**config.mk**
```make
export PLATFORM = sky130hd
export DESIGN_NAME = branch_predict_ctrl
export DESIGN_NICKNAME = d
export VERILOG_FILES = /design/src/rtl/branch_predict_ctrl.sv
export SDC_FILE = /design/constraint.sdc
export NUM_CORES = 1
export LEC_CHECK = 0
export ABC_AREA = 1
export CAP_MARGIN = 20
export CORE_AREA = 10 10 87 165
export CTS_CLUSTER_DIAMETER = 40
export DETAILED_ROUTE_END_ITERATION = 10
export DIE_AREA = 0 0 97 175
export GPL_ROUTABILITY_DRIVEN = 0
export GPL_TIMING_DRIVEN = 0
export PLACE_DENSITY = 0.8
export SYNTH_ARGS = -nofsm -noshare
export SYNTH_HDL_FRONTEND = slang
export SYNTH_SLANG_ARGS = --single-unit
```
**constraint.sdc**
```tcl
create_clock -name clk -period 3.1 [get_ports clk]
set_clock_uncertainty 0.05 [all_clocks]
set_input_delay 0.31 -clock clk [delete_from_list [all_inputs] [get_ports clk]]
set_output_delay 0.31 -clock clk [all_outputs]
set_load 0.01 [all_outputs]
```
**src/rtl/branch_predict_ctrl.sv**
```systemverilog
// ---------------------------------------------------------------------------
// branch_predict_ctrl
//
// Branch prediction and redirect controller for the pipelined RISC-V core.
// A table of 2-bit saturating counters supplies a taken/not-taken prediction
// to fetch. Conditional branches are resolved in EX from the ALU flags and
// funct3. A misprediction starts a one-cycle PC redirect and a two-cycle
// pipeline flush.
//
// Optional feature macro: BRANCH_PREDICT_STATS_EN
//   defined   -> branch_count / mispredict_count are saturating counters
//   undefined -> both outputs are tied to 0 and no counter flops exist
//
// Ports:
//   clk, rst_n            clock, synchronous active-low reset
//   if_pc                 fetch PC; pred_taken is its combinational prediction
//   ex_valid, ex_branch   EX holds a valid conditional branch
//   ex_funct3             branch condition select
//   ex_pred_taken         prediction that travelled with the EX instruction
//   ex_pc, ex_target      EX PC and computed branch target
//   Carry_Flag, Zero_Flag, Overflow_Flag, Sign_Flag  ALU compare flags
//   redirect_valid        one-cycle pulse: load redirect_pc into the PC
//   redirect_pc           corrected fetch address (registered)
//   flush                 squash IF/ID and ID/EX for two cycles
//   branch_count, mispredict_count  statistics
// ---------------------------------------------------------------------------
module branch_predict_ctrl #(
  parameter int ENTRIES = 16,
  parameter int PC_W    = 32
) (
  input  logic            clk,
  input  logic            rst_n,
  input  logic [PC_W-1:0] if_pc,
  output logic            pred_taken,
  input  logic            ex_valid,
  input  logic            ex_branch,
  input  logic [2:0]      ex_funct3,
  input  logic            ex_pred_taken,
  input  logic [PC_W-1:0] ex_pc,
  input  logic [PC_W-1:0] ex_target,
  input  logic            Carry_Flag,
  input  logic            Zero_Flag,
  input  logic            Overflow_Flag,
  input  logic            Sign_Flag,
  output logic            redirect_valid,
  output logic [PC_W-1:0] redirect_pc,
  output logic            flush,
  output logic [31:0]     branch_count,
  output logic [31:0]     mispredict_count
);

  localparam int IDX_W = $clog2(ENTRIES);

  typedef enum logic [1:0] {
    IDLE   = 2'd0,
    FLUSH1 = 2'd1,
    FLUSH2 = 2'd2
  } state_t;

  state_t          state_q, state_d;
  logic            redirect_valid_q, redirect_valid_d;
  logic            flush_q, flush_d;
  logic [PC_W-1:0] redirect_pc_q, redirect_pc_d;
  logic [1:0]      ctr_q [ENTRIES];
  logic [1:0]      ctr_d [ENTRIES];

  logic [IDX_W-1:0] if_idx;
  logic [IDX_W-1:0] ex_idx;
  logic             cond_branch;
  logic             taken;
  logic             resolve;
  logic             mispredict;

  // Only the index bits of if_pc feed the table; the rest is intentionally unused.
  logic unused_if_pc;
  assign unused_if_pc = ^if_pc;

  assign if_idx = if_pc[IDX_W+1:2];
  assign ex_idx = ex_pc[IDX_W+1:2];

  // Read the registered counter, so a same-cycle update is not yet visible.
  assign pred_taken = ctr_q[if_idx][1];

  // Branch condition from ALU flags; funct3 010/011 is not a conditional branch.
  always_comb begin
    taken       = 1'b0;
    cond_branch = 1'b1;
    case (ex_funct3)
      3'b000:  taken = Zero_Flag;
      3'b001:  taken = ~Zero_Flag;
      3'b100:  taken = Overflow_Flag ^ Sign_Flag;
      3'b101:  taken = ~(Overflow_Flag ^ Sign_Flag);
      3'b110:  taken = ~Carry_Flag;
      3'b111:  taken = Carry_Flag;
      default: cond_branch = 1'b0;
    endcase
  end

  // Wrong-path instructions sitting in EX during a flush are ignored.
  assign resolve    = ex_valid & ex_branch & cond_branch & (state_q == IDLE);
  assign mispredict = resolve & (taken != ex_pred_taken);

  // Saturating counter update for the resolving branch.
  always_comb begin
    ctr_d = ctr_q;
    if (resolve) begin
      if (taken) begin
        if (ctr_q[ex_idx] != 2'b11) ctr_d[ex_idx] = ctr_q[ex_idx] + 2'b01;
      end else begin
        if (ctr_q[ex_idx] != 2'b00) ctr_d[ex_idx] = ctr_q[ex_idx] - 2'b01;
      end
    end
  end

  // Next state and the registered outputs that belong to it.
  always_comb begin
    state_d       = state_q;
    redirect_pc_d = redirect_pc_q;
    case (state_q)
      IDLE: begin
        if (mispredict) begin
          state_d       = FLUSH1;
          redirect_pc_d = taken ? ex_target : ex_pc + PC_W'(4);
        end
      end
      FLUSH1:  state_d = FLUSH2;
      FLUSH2:  state_d = IDLE;
      default: state_d = IDLE;
    endcase
    redirect_valid_d = (state_d == FLUSH1);
    flush_d          = (state_d != IDLE);
  end

  always_ff @(posedge clk) begin
    if (!rst_n) begin
      state_q          <= IDLE;
      redirect_valid_q <= 1'b0;
      flush_q          <= 1'b0;
      redirect_pc_q    <= '0;
      for (int i = 0; i < ENTRIES; i++) ctr_q[i] <= 2'b01;
    end else begin
      state_q          <= state_d;
      redirect_valid_q <= redirect_valid_d;
      flush_q          <= flush_d;
      redirect_pc_q    <= redirect_pc_d;
      for (int i = 0; i < ENTRIES; i++) ctr_q[i] <= ctr_d[i];
    end
  end

  assign redirect_valid = redirect_valid_q;
  assign flush          = flush_q;
  assign redirect_pc    = redirect_pc_q;

`ifdef BRANCH_PREDICT_STATS_EN
  logic [31:0] branch_count_q, branch_count_d;
  logic [31:0] mispredict_count_q, mispredict_count_d;

  // Statistics saturate rather than wrap.
  always_comb begin
    branch_count_d     = branch_count_q;
    mispredict_count_d = mispredict_count_q;
    if (resolve && branch_count_q != 32'hFFFF_FFFF)
      branch_count_d = branch_count_q + 32'd1;
    if (mispredict && mispredict_count_q != 32'hFFFF_FFFF)
      mispredict_count_d = mispredict_count_q + 32'd1;
  end

  always_ff @(posedge clk) begin
    if (!rst_n) begin
      branch_count_q     <= '0;
      mispredict_count_q <= '0;
    end else begin
      branch_count_q     <= branch_count_d;
      mispredict_count_q <= mispredict_count_d;
    end
  end

  assign branch_count     = branch_count_q;
  assign mispredict_count = mispredict_count_q;
`else
  assign branch_count     = '0;
  assign mispredict_count = '0;
`endif

endmodule

```
======== Yosys cells after proc, flatten, opt, wreduce, memory -nomap -nowiden ========
Index checks and enable logic that the tools add are counted.
storage, ports and cells
  logic and storage cells ................. 73
  bits in writable memories ............... 0
  bits in latches ......................... 0
  bits of input ports ..................... 108
  memories ................................ 0
  memory bits (read-only) ................. 0
  bits in registers ....................... 68
operators by class
  reduce and logical (&&, ||, !) cells .... 9
  order comparisons ....................... 3
  equality and inequality tests ........... 10
  multiply operators ...................... 0
  divide/modulo/power cells ............... 0
  mux-type cells .......................... 18
  $add $sub $neg .......................... 3
  bitwise gates (word level) .............. 10
  shift-type cells ........................ 0
operator list
  kind                     count
  $mux W32                 4
  $bwmux W32               2
  $add A32 B3 Y32 const B  1
  $bmux W2 S4              2
  $eq A3 B3 Y1 const B     4
  $mux W2                  6
  $ge A5 B5 Y1 const B     2
  $not A4 Y5               2
  $demux W2 S4             1
  $pmux W1 S6              1
  $reduce_bool A2 Y1       3
  $reduce_or A6 Y1         1
  $lt A5 B1 Y1 const B     1
  $and A1 B1 Y1            4
  $eq A2 B1 Y1 const B     2
  $pmux W2 S2              1
  $eq A3 B1 Y1 const B     1
  $logic_not A3 Y1         1
  $not A1 Y1               3
  $reduce_and A3 Y1        1
  $add A2 B1 Y2 const B    1
  $logic_not A2 Y1         1
  $ne A2 B1 Y1 const B     1
  $ne A2 B2 Y1 const B     1
  other kinds (6)          6

======== Longest topological paths before layout ========
Gate-level depths: netlist of run 1.
  depth in word-level cells ............... 9
  mapped depth ............................ 18
  depth with buffers taken out ............ 15

======== Least setup slack after synthesis of run 1 ========
OpenSTA, ideal clock, no wires.
  path kind ............................... input port to flip-flop
  from .................................... input ex_pc[2]
  to ...................................... register ctr_q[3] (netlist name)
  data arrival time ....................... 2.213 ns
  library setup time ...................... 0.132 ns
  buffers on the path ..................... 3
  stages .................................. 16
  required time ........................... 2.918 ns
  slack ................................... 0.705 ns
  path through ............................ inv_1 -> buf_2 -> nand2_1 -> nand3_1 -> nand2_1 -> nand2_1 -> nand4_2 -> buf_2 -> inv_1 -> ha_1 -> buf_1 -> inv_1 -> nand3_1 -> nand2_1 -> nand3_1 -> a21oi_1
between the ends
  cells in the longest elaborated chain, start to end .. 8
  elaborated cells on any way between the ends .. 21
ends and longest elaborated chain
  what                                                                  line      text
  start, declared                                                       39        input logic [PC_W-1:0] ex_pc,
  $not A4 Y5 (not written as such) (*)                                  108, 110
  $bmux W2 S4, or another cell as far along                             108, 110
  $mux W2 (not written as such) or $logic_and A1 B1 Y1 (tied branches)  108, 110
  $mux W2 (not written as such)                                         108, 110
  $sub A2 B1 Y2, or another cell as far along                           110       if (ctr_q[ex_idx] != 2'b00) ctr_d[ex_idx] = ctr_q[ex_idx] - 2'b01;
  $bwmux W32 (on tied branches)                                         110, 108
  $mux W32 (on tied branches)                                           110, 108
  $mux W32                                                              107       if (taken) begin
  end, declared                                                         64        logic [1:0] ctr_q [ENTRIES];
Mark *: on every way between the ends. The rest lies on a longest branch, timed or not. The select of a mux whose other input is x is not followed.
A chain may end at the register's enable or synchronous reset.

==> results.cfg, run 1 <==
[status]
outcome = complete, no violations

[yosys]
synth_area_leaders = dfxtp_1 27%, nand2_1 22%, buf_4 10%
seq_area_frac_synth = 0.2694
synth_commonest_cells = 301 x nand2_1, 103 x nor2_1, 76 x nand3_1
ys_ff_latch = 68
synth_area_um2 = 5054
syn_inst = 847
synth_edf_count = 0
avgSynthCellArea_um2 = 5.966
synth_largest_area_cell = dfxtp_1
netlist-cell-type-count = 34
yosysWarnings = 0
ys.flop_type = dfxtp_1
yosysMostFrequentCell = nand2_1
synth_top_cell_area_share = 0.2694
synthArstFlopShare = 0

[power]
p_per_area_nw_per_um2 = 384.0
power_leakage_nw = 3.263
irDropWorstVdd_uv = 266.4

[cts]
clk_latency_ns = 0.34
cts_tree = yes
cts.clk_slew.worst_paths_ns = 0.06
cts_buffer_depth = 2
cts_buffers = 9
cts_num_sinks = 68
root_buffer = clkbuf_16
cts_hold_buf = 0
htreeDepth = 3

[grt]
antenna_found_initial = 0
grt_pass1_wl_um = 29150
track_usage = 0.2115
overflow = 0
grt_pass1_vias = 5962
grt_start_max_net_pins = 14

[route]
first_pass_iters = 8
wire_per_inst_um = 15.74
ant_nets = 0
num_vias = 5930
drt_iter0_markers = 415
totalWireLength_um = 18630
vias_per_cell = 5.013
drcViolationCount = 0

[placement]
io_buffers = 112
dp_hpwl_um = 15180
dp_slack_ns = -0.6879
dp_cells = 1167

[finish]
antennaDiodeCount = 0
final_nets = 1147
synthToLayoutAreaGrowth_pct = 37.14
drive_gt1_frac = 0.1137
fin_util = 0.5923
final_cells = 1183

[floorplan]
coreArea_um2 = 11700
dieArea_um2 = 16980
io_pins = 207
die_y_um = 175
start_util = 0.4319
floorplan.rows = 56
die_x_um = 97

[sta]
grt_setup_unrepaired = false
max_freq_ghz = 0.3524
whs_ns = 0.3392
setup_viol = 0
setup_ws_ns = 0.2622
post-route-period-util = 0.9154
final.min_clock_period_ns = 2.838
tns_ns = 0
hold_viol_final = 0
worst_slew_pin_slew_ns = 0.6132
slew_headroom = 0.5880
drv_slew = 0

[worst_setup_path]
cp_common_cell = nand2_1
crit_slowest_cell = clkdlybuf4s50_1
path_cells = clkdlybuf4s50_1 > inv_1 > nor2_1 > nand2_1 > nand4_2 > clkbuf_4 > inv_1 > ha_4 > nand3_1 > nand2_1 > nor2_4 > buf_6 > nand2_1 > nand2_1 > nand3_1
crit_family = buffers and inverters
slowest_delay_ns = 0.64
worstPathArrival_ns = 2.98
cp_max_fo = 10
worst-setup-path-type = input port to flop
cp-start-kind = input port
crit_required_ns = 3.24
cp_num_buf_inv = 5
cp-end-kind = flop

[min_path]
hold_path.class = input port to flop

[flow_run]
maxCapViolations = 0
## metrics by stage
step	area, um^2	total power [W]
global route	6930	0.002764
finish	6930	0.002661
CTS	6894	0.002638
floorplan	5290	0.001325
global placement	6593	0.001591
detailed placement	6593	0.001596
## power breakdown
part	switching (W)	internal, W	leakage, nW	total, W
registers	0.0000137	0.000899	0.551	0.000913
logic	0.000397	0.000300	2.57	0.000697
clock network	0.000425	0.000626	0.142	0.00105
total	0.000836	0.00183	3.26	0.00266
## layout make-up
| class | count | area (um^2) |
|---|---|---|
| fillers | 1145 | 4771 |
| clock buffers | 9 | 225.2 |
| flip-flops and latches | 68 | 1361 |
| well taps | 145 | 181.4 |
| multi-input cells | 690 | 3094 |
| inverters | 55 | 206.4 |
| clock inverters | 7 | 76.32 |
| repair buffers | 113 | 1131 |
| plain buffers | 96 | 654.4 |
## worst register-to-register path, stage by stage (launching register included)
cell and delay (ns):
dfxtp_1 0.43, nand2_1 0.08, nand3_1 0.08, nand2_1 0.06, nand2_1 0.08, nand4_2 0.25, clkbuf_4 0.30, inv_1 0.12
ha_4 0.26, inv_1 0.23, nand3_1 0.12, nand2_1 0.10, nand3_1 0.07, a21oi_1 0.13
## cells in the final DEF, fill, tap and decap left out, types with 9 or more instances in the layout
cell and count:
a21oi_1 49, nor2_1 103, nand4_1 10, clkdlybuf4s50_1 111, o21ai_0 37, buf_4 71, dfxtp_1 68, nand2_1 301
nand3_1 76, inv_1 52, conb_1 64, clkbuf_1 9, buf_2 13, clkbuf_16 9
## metal layers
metal  GRT usage  vias to the layer above  wire, um
li1            -                     2931         -
met1      0.1837                     2586      6120
met2      0.3863                      318      9488
met3     0.06598                       95      1483
met4      0.1693                        0      1532
met5           0                        -         0
## final timing paths
check / startpoint / to / slack (ns) / cells past startpoint
hold reg to reg: redirect_pc[2]$_SDFFE_PN0P_ / redirect_pc[2]$_SDFFE_PN0P_ / 0.41 / 2
setup / recovery: ex_pc[4] / flop / 0.26 / 15
hold / removal: rst_n / redirect_pc[20]$_SDFFE_PN0P_ / 0.34 / 3
setup reg to reg: flop / ctr_q[3]$_SDFFE_PN0P_ / 0.67 / 13
## cells by family (layout without fill, tap and decap cells)
group	after synthesis	in the layout	share of synthesized area
simple gates	512	512	0.4224
buf+inv	152	280	0.1698
compound gates	94	94	0.09706
flops	68	68	0.2694
xor+xnor	14	14	0.02575
fa+ha+maj	6	6	0.01485
other cells	1	64	0.0007420
## repair_timing
action / CTS / global route
resized for setup: 2 / 7
setup buffers: 0 / 1
pin swaps: 0 / 1
cloned: 0 / 0
endpoints found under the setup margin: 28 / 32
hold endpoints to repair: 0 / 0
No activity file was read; power rests on OpenSTA's default activity.
==> inputs of run 2 (changes only) <==
--- a/config.mk
+++ b/config.mk
@@ -7,13 +7,13 @@
 export LEC_CHECK = 0
 export ABC_AREA = 1
 export CAP_MARGIN = 20
-export CORE_AREA = 10 10 87 165
+export CORE_AREA = 2 2 83 164
 export CTS_CLUSTER_DIAMETER = 40
 export DETAILED_ROUTE_END_ITERATION = 10
-export DIE_AREA = 0 0 97 175
+export DIE_AREA = 0 0 85 166
 export GPL_ROUTABILITY_DRIVEN = 0
 export GPL_TIMING_DRIVEN = 0
-export PLACE_DENSITY = 0.8
+export PLACE_DENSITY = 0.77
 export SYNTH_ARGS = -nofsm -noshare
 export SYNTH_HDL_FRONTEND = slang
 export SYNTH_SLANG_ARGS = --single-unit
==> constraint.sdc (replaced) <==
create_clock -name clk -period 2.5 [get_ports clk]
set_clock_uncertainty 0.05 [all_clocks]
set_input_delay 0.25 -clock clk [delete_from_list [all_inputs] [get_ports clk]]
set_output_delay 0.25 -clock clk [all_outputs]
set_load 0.01 [all_outputs]
==> results.cfg, run 2 (synthesis results as in run 1) <==
[finish]
final_cells = 1192
final_nets = 1149
antennaDiodeCount = 0
layout.cells.most_common_list = 300 x nand2_1, 109 x clkdlybuf4s50_1, 101 x nor2_1, 76 x nand3_1, 76 x buf_4
drive_gt1_frac = 0.1240
final_common_cell = nand2_1
synthToLayoutAreaGrowth_pct = 38.70

[power]
irDropWorstVdd_uv = 425.4
combPwrFrac = 0.249
seqPwrFrac = 0.323
p_int_w = 0.002498
p_clk_frac = 0.428
p_sw_frac = 0.2898
p_per_area_nw_per_um2 = 501.7
power_leakage_nw = 3.290
power.switching_w = 0.001019

[sta]
slew_headroom = 0.5413
max_freq_ghz = 0.4180
post-route-period-util = 0.9569
final.min_clock_period_ns = 2.392
tns_ns = 0
worst_slew_pin_slew_ns = 0.6880
setup_ws_ns = 0.1078
grt_setup_unrepaired = false
setup_viol = 0
hold_viol_final = 0
drv_slew = 0

[worst_setup_path]
path_cells = nand2_1 > nand3_1 > nand2_1 > nand2_1 > nand4_2 > buf_4 > inv_1 > ha_4 > buf_4 > xor2_4 > nor2_1 > nor2_1
cp_num_buf_inv = 3
cp_common_cell = nand2_1
crit_slowest_cell = dfxtp_1
cp_max_fo = 10
slowest_delay_ns = 0.43
cp-start-kind = flop
crit_family = simple AND/OR/NAND/NOR gates
r2r_slack_ns = 0.11
cp-end-kind = flop
crit_required_ns = 2.72
worstPathArrival_ns = 2.61
worst-setup-path-type = flop to flop

[cts]
cts_hold_buf = 0
htreeDepth = 3
cts.clk_slew.worst_paths_ns = 0.06
cts_tree = yes
root_buffer = clkbuf_16
clk_latency_ns = 0.33
cts_buffer_depth = 2
cts_buffers = 9
cts_num_sinks = 68

[grt]
grt_pass1_vias = 5704
track_usage = 0.2471
antenna_found_initial = 0
grt_pass1_wl_um = 27630
overflow = 0
grt_start_max_net_pins = 13

[route]
first_pass_iters = 5
vias_per_cell = 5.034
drcViolationCount = 0
num_vias = 6000
totalWireLength_um = 17520
ant_nets = 0
wire_per_inst_um = 14.70
drt_iter0_markers = 565

[floorplan]
dieArea_um2 = 14110
floorplan.rows = 59
io_pins = 207
die_y_um = 166
coreArea_um2 = 12920
start_util = 0.3912
die_x_um = 85

[placement]
dp_slack_ns = -1.069
dp_hpwl_um = 14050
dp_cells = 1174
io_buffers = 112

[min_path]
hold_path.class = input port to flop

[flow_run]
maxCapViolations = 0

[status]
outcome = complete, no violations
[run 2: metrics by stage]
stage               total power [W]  utilization  hold WS (ns)  instance area [um^2]
detailed placement         0.001981       0.5110        0.3923                  6601
global route               0.003646       0.5426        0.3221                  7009
floorplan                  0.001643            -        0.3762                  5290
CTS                        0.003485       0.5405        0.2868                  6983
global placement           0.001973       0.5110        0.3882                  6601
finish                     0.003517       0.5426        0.2869                  7009
[run 2: power by group through the flow]
stage	Combinational (W)	Clock, W	Sequential, W
after global placement	0.000814	0	0.00116
final	0.000875	0.00151	0.00114
after global routing	0.000951	0.00156	0.00114
after floorplan	0.000477	0	0.00117
after CTS	0.000843	0.00151	0.00114
after detailed placement	0.000822	0	0.00116
[run 2: area by class of cell]
class	instances	area, um^2
flip-flops and latches	68	1361
repair buffers	115	1129
well taps	152	190.2
fillers	1297	5909
clock inverters	6	111.4
clock buffers	10	239.0
multi-input cells	690	3102
inverters	55	210.2
plain buffers	96	666.9
[run 2: worst paths after layout]
check | start | to | depth (start not counted)
min | rst_n | redirect_pc[20]$_SDFFE_PN0P_ | 3
max reg2reg | flop | ctr_q[11]$_SDFFE_PN0P_ | 12
max | flop | ctr_q[11]$_SDFFE_PN0P_ | 12
min reg2reg | redirect_pc[27]$_SDFFE_PN0P_ | redirect_pc[27]$_SDFFE_PN0P_ | 2
[run 2: metal layers]
| metal | GRT usage | wire length (um) | vias up |
|---|---|---|---|
| met4 | 0.1891 | 1465 | 0 |
| met1 | 0.2246 | 5514 | 2629 |
| met5 | 0 | 0 | - |
| met2 | 0.4623 | 9369 | 326 |
| li1 | - | - | 2948 |
| met3 | 0.04374 | 1173 | 97 |
[run 2: worst min-delay path: stages]
cell and delay (ns):
clkbuf_1 0.22, nand2_1 0.13, a21oi_1 0.03
[run 2: repair_timing]
item                       4_1_cts  5_1_grt
pin swaps                        1        3
setup endpoints to repair       32       33
cloned                           0        0
resized for setup               15       13
buffers inserted                 0        3
==> inputs of run 3 (changes only) <==
--- a/config.mk
+++ b/config.mk
@@ -6,7 +6,7 @@
 export NUM_CORES = 1
 export LEC_CHECK = 0
 export ABC_AREA = 1
-export CAP_MARGIN = 20
+export CAP_MARGIN = 40
 export CORE_AREA = 2 2 83 164
 export CTS_CLUSTER_DIAMETER = 40
 export DETAILED_ROUTE_END_ITERATION = 10
==> results of run 3 <==
The final DEF is identical to that of run 2; final timing and power are the same.
